File: src/rtl/store_channel_responder.sv
// Memory-side responder for the data-cache store channel: turns one lane-aligned store
// into a word-aligned, byte-strobed memory write and reports completion with a done pulse.
module store_channel_responder #(
    parameter int TIMEOUT_CYCLES = 256
) (
    input  logic        clk_i,
    input  logic        rst_n_i,
    input  logic        store_request_i,
    input  logic [31:0] store_address_i,
    input  logic [1:0]  store_width_i,
    input  logic [31:0] store_data_i,
    output logic        store_done_o,
    output logic        error_o,
    output logic        busy_o,
    output logic        mem_wr_valid_o,
    input  logic        mem_wr_ready_i,
    output logic [31:0] mem_address_o,
    output logic [31:0] mem_data_o,
    output logic [3:0]  mem_strobe_o,
    input  logic        mem_ack_i,
    input  logic        mem_error_i
);

    typedef enum logic [1:0] {
        IDLE,
        ISSUE,
        WAIT_ACK,
        DONE
    } state_e;

    localparam logic [1:0] WIDTH_BYTE = 2'd0;
    localparam logic [1:0] WIDTH_HALF = 2'd1;
    localparam logic [1:0] WIDTH_WORD = 2'd2;

    localparam int CW = (TIMEOUT_CYCLES > 1) ? $clog2(TIMEOUT_CYCLES) : 1;
    localparam logic [CW-1:0] LIMIT = CW'(TIMEOUT_CYCLES - 1);

    state_e        state_q, state_d;
    logic [31:0]   addr_q, addr_d;
    logic [31:0]   data_q, data_d;
    logic [3:0]    strobe_q, strobe_d;
    logic          error_q, error_d;
    logic [CW-1:0] count_q, count_d;
    logic          done_q, err_out_q;
    logic [3:0]    req_strobe;
    logic          req_misaligned;
    logic          timeout_hit;

    // Lane mask and alignment check for the incoming request; unknown widths are rejected.
    always_comb begin
        req_strobe     = 4'b0000;
        req_misaligned = 1'b0;
        case (store_width_i)
            WIDTH_BYTE: req_strobe = 4'b0001 << store_address_i[1:0];
            WIDTH_HALF: begin
                req_strobe     = store_address_i[1] ? 4'b1100 : 4'b0011;
                req_misaligned = store_address_i[0];
            end
            WIDTH_WORD: begin
                req_strobe     = 4'b1111;
                req_misaligned = |store_address_i[1:0];
            end
            default: req_misaligned = 1'b1;
        endcase
    end

    assign timeout_hit = (TIMEOUT_CYCLES != 0) && (count_q == LIMIT);

    always_comb begin
        state_d  = state_q;
        addr_d   = addr_q;
        data_d   = data_q;
        strobe_d = strobe_q;
        error_d  = error_q;
        count_d  = count_q;
        case (state_q)
            IDLE: begin
                if (store_request_i) begin
                    addr_d   = {store_address_i[31:2], 2'b00};
                    data_d   = store_data_i;
                    strobe_d = req_strobe;
                    count_d  = '0;
                    error_d  = req_misaligned;
                    state_d  = req_misaligned ? DONE : ISSUE;
                end
            end
            ISSUE: begin
                count_d = count_q + CW'(1);
                if (mem_wr_ready_i) begin
                    state_d = WAIT_ACK;
                end else if (timeout_hit) begin
                    state_d = DONE;
                    error_d = 1'b1;
                end
            end
            // An ack arriving together with the ISSUE handshake is never seen here.
            WAIT_ACK: begin
                count_d = count_q + CW'(1);
                if (mem_ack_i) begin
                    state_d = DONE;
                    error_d = mem_error_i;
                end else if (timeout_hit) begin
                    state_d = DONE;
                    error_d = 1'b1;
                end
            end
            DONE: state_d = IDLE;
            default: state_d = IDLE;
        endcase
    end

    always_ff @(posedge clk_i or negedge rst_n_i) begin
        if (!rst_n_i) begin
            state_q   <= IDLE;
            addr_q    <= '0;
            data_q    <= '0;
            strobe_q  <= '0;
            error_q   <= 1'b0;
            count_q   <= '0;
            done_q    <= 1'b0;
            err_out_q <= 1'b0;
        end else begin
            state_q   <= state_d;
            addr_q    <= addr_d;
            data_q    <= data_d;
            strobe_q  <= strobe_d;
            error_q   <= error_d;
            count_q   <= count_d;
            done_q    <= (state_d == DONE);
            err_out_q <= (state_d == DONE) && error_d;
        end
    end

    assign store_done_o   = done_q;
    assign error_o        = err_out_q;
    assign busy_o         = (state_q != IDLE);
    assign mem_wr_valid_o = (state_q == ISSUE);
    assign mem_address_o  = addr_q;
    assign mem_data_o     = data_q;
    assign mem_strobe_o   = strobe_q;

endmodule

File: config.mk
export PLATFORM = sky130hd
export DESIGN_NAME = store_channel_responder
export DESIGN_NICKNAME = d
export VERILOG_FILES = /design/src/rtl/store_channel_responder.sv
export SDC_FILE = /design/constraint.sdc
export NUM_CORES = 1
export LEC_CHECK = 0
export ABC_AREA = 1
export CAP_MARGIN = 40
export CORE_UTILIZATION = 39
export DETAILED_ROUTE_END_ITERATION = 16
export GPL_TIMING_DRIVEN = 0
export PLACE_DENSITY_LB_ADDON = 0.3
export SYNTH_ARGS = -nofsm -noshare
export SYNTH_HDL_FRONTEND = slang
export SYNTH_SLANG_ARGS = --single-unit
File: constraint.sdc
create_clock -name clk_i -period 1.4 [get_ports clk_i]
set_input_delay 0.28 -clock clk_i [delete_from_list [all_inputs] [get_ports clk_i]]
set_output_delay 0.28 -clock clk_i [all_outputs]
set_load 0.02 [all_outputs]
==> flow_metrics.tcl <==
set metrics [dict create \
    status "finished, violations left" \
    failed_checks "negative setup slack" \
    synth_largest_area_cell "dfrtp_1" \
    required_ns 1.67 \
    rsz0062_at_grt "yes" \
    clockBufferDepth 2 \
    synth-seq-area-share_pct 57.4 \
    die_w_um 96.0 \
    final_cell_mix "227 x nand2_1, 79 x dfrtp_1, 70 x clkdlybuf4s50_1, 67 x dlygate4sd2_1, 19 x inv_1" \
    dr.first_iter.drc_count 96 \
    regToRegStartpoint "state_q[1]" \
    htreeDepth 3 \
    place_area_um2 5010 \
    clk_pin_slew_worst_paths_ns 0.08 \
    drcViolationCount 0 \
    cts_tree "built" \
    cts.sinks 79 \
    synth_seq_cells 79 \
    synthDistinctLibCells 25 \
    finClkSkew_ns 0.0102 \
    grt_max_degree 43 \
    worst-path-max-fanout 4 \
    hold_path.class "in2async" \
    max_cap_viol_count 0 \
    grt_usage_pct 18.8 \
    crit_arrival_ns 1.77 \
    cts-root-buf "clkbuf_8" \
    crit_type "reg2reg" \
    dr.pass1.iters 4 \
    avgSynthCellArea_um2 8.27 \
    antenna_found_initial 0 \
    cts_buffers 9 \
    drt_wl_total_um 8800 \
    final_area_um2 5360 \
    portBuffers 141 \
    layout_setup_ws_ns -0.0953 \
    syn2layout_area_growth_pct 55.5 \
    hpwl_um 6280 \
    synth_area_um2 3450 \
    io_pins 144 \
    finalHoldViolCount 0 \
    critPathLaunchType "flip-flop" \
    overflow 0 \
    syn_inst 417 \
    p_per_area_nw_per_um2 2180 \
    post_drt_wl_per_cell_um 12.7 \
    row_count 33 \
    drive_gt1_share_pct 12.2 \
    drtAntennaViolNets 0 \
    gp_congestion 0.824 \
    synth.top_cell.area_share_pct 57.4 \
    viasPerCell 4.62 \
    seq_area_um2 1980 \
    ys_top_cells_by_area "dfrtp_1 57%, nand2_1 25%, inv_1 2.3%, ha_1 1.8%, nor2_1 1.6%" \
    multi_input_area_um2 1330 \
    core_area_um2 8380 \
    die_area_um2 9220 \
    die_h_um 96.0 \
    crit_start "state_q[1]" \
    slew_violations 0 \
    fillers 729 \
    min_period_ns 1.50 \
    diodes 0 \
    grt_pass1_vias 2919 \
    min_period_over_period_pct 107 \
    grt_pass1_wl_um 13300 \
    vias 3203 \
    clock_latency_ns 0.34 \
    synth_warnings 0 \
    final_common_cell "nand2_1" \
    end_kind "flip-flop" \
    leakagePower_nw 2.89 \
    tns_ns -0.347 \
    fmax_mhz 669 \
    initial_core_util_pct 41.1 \
    finalSetupViolCount 13 \
    fin_nets 661 \
    vdd_drop_max_mv 1.31 \
]
-- kinds of logic after synthesis --
group | Yosys count | synth area share, %
AO/OA/AOI/OAI | 21 | 3.19
other | 1 | 0.109
AND/OR/NAND/NOR | 270 | 31.5
adder cells (fa/ha/maj) | 5 | 1.81
buffers and inverters | 41 | 5.99
flip-flops | 79 | 57.4
-- path summary, 6_finish.rpt --
check | endpoint | slack, ns | cells after the start
min in group clk_i | mem_data_o[10] | 0.47 | 3
min | mem_data_o[30] | 0.45 | 2
min reg2reg | mem_data_o[2] | 0.47 | 2
max | error_o | -0.1 | 10
max in group asynchronous | mem_data_o[31] | 0.37 | 3
max reg2reg | error_o | -0.1 | 10
-- sequential cells by signal, summed over array words and instances (netlist names) --
signal and count:
mem_strobe_o 4, error_o 1, mem_address_o 30, mem_data_o 32, error_q 1, state_q 2
count_q 8, store_done_o 1
-- final cells by class --
cell class                      instances  share of cell area (%)
Buffer                                 16                    2.66
Clock inverter                          5                    1.98
Sequential cell                        79                    36.9
Timing Repair Buffer                  155                    27.0
Multi-Input combinational cell        298                    24.8
Tap cell                              105                    2.45
Clock buffer                           10                    2.38
Inverter                               25                    1.89
-- cell usage after synthesis --
master      n
a21boi_0    1
a21o_1      1
a21oi_1     7
buf_2       7
buf_4       3
buf_6       4
clkbuf_1    2
conb_1      1
dfrtp_1    79
ha_1        5
inv_1      21
inv_2       3
inv_4       1
nand2_1   229
nand2_2     5
nand2_4     2
nand3_1     9
nand3_2     1
nand4_1     2
nor2_1     15
nor2_2      2
nor2_4      2
nor3_1      3
o21ai_0    11
o21ai_1     1
-- power breakdown --
part	internal [mW]	switching, mW
logic	2.41	3.43
clock network	1.18	0.798
registers	3.30	0.558
-- through the flow --
stage                     power (mW)  setup WS, ns  utilization, %  hold slack (ns)  instances
after global placement          9.62         -2.75            59.6            0.460        664
after detailed placement        9.77        -0.312            59.8            0.278        665
after CTS                       11.4       -0.0969            62.8            0.447        688
after global routing            12.5        -0.215            64.0            0.444        693
final                           11.7       -0.0953            64.0            0.446        693
after floorplan                 7.06       -0.0279               -          -0.0156        418
-- repair_timing --
action | 4_1_cts | 5_1_grt
gates resized for setup | 91 | 23
setup buffers | 7 | 5
pin swaps | 1 | 1
hold buffers | 1 | 0
endpoints found under the hold margin | 37 | 0
endpoints found under the setup margin | 143 | 72
gates cloned | 0 | 0
-- layer usage --
| metal | vias to the layer above | global-route usage [%] | part of all wire (%) |
|---|---|---|---|
| met5 | - | 0 | 0 |
| met4 | 0 | 5.47 | 0.25 |
| met3 | 2 | 6.79 | 9.3 |
| met2 | 131 | 31.3 | 48 |
| met1 | 1476 | 22.9 | 42 |
| li1 | 1594 | - | - |
-- critical path: stages, from the launching register on --
cell and delay [ns]:
dfrtp_1 0.40, inv_2 0.10, ha_2 0.22, inv_1 0.06, nor2_2 0.12, nor2_1 0.07
nor2_1 0.11, nand2_1 0.08, nand2_2 0.07, nand3_2 0.09, nor2_2 0.11
No activity file was read; power rests on OpenSTA's default activity.
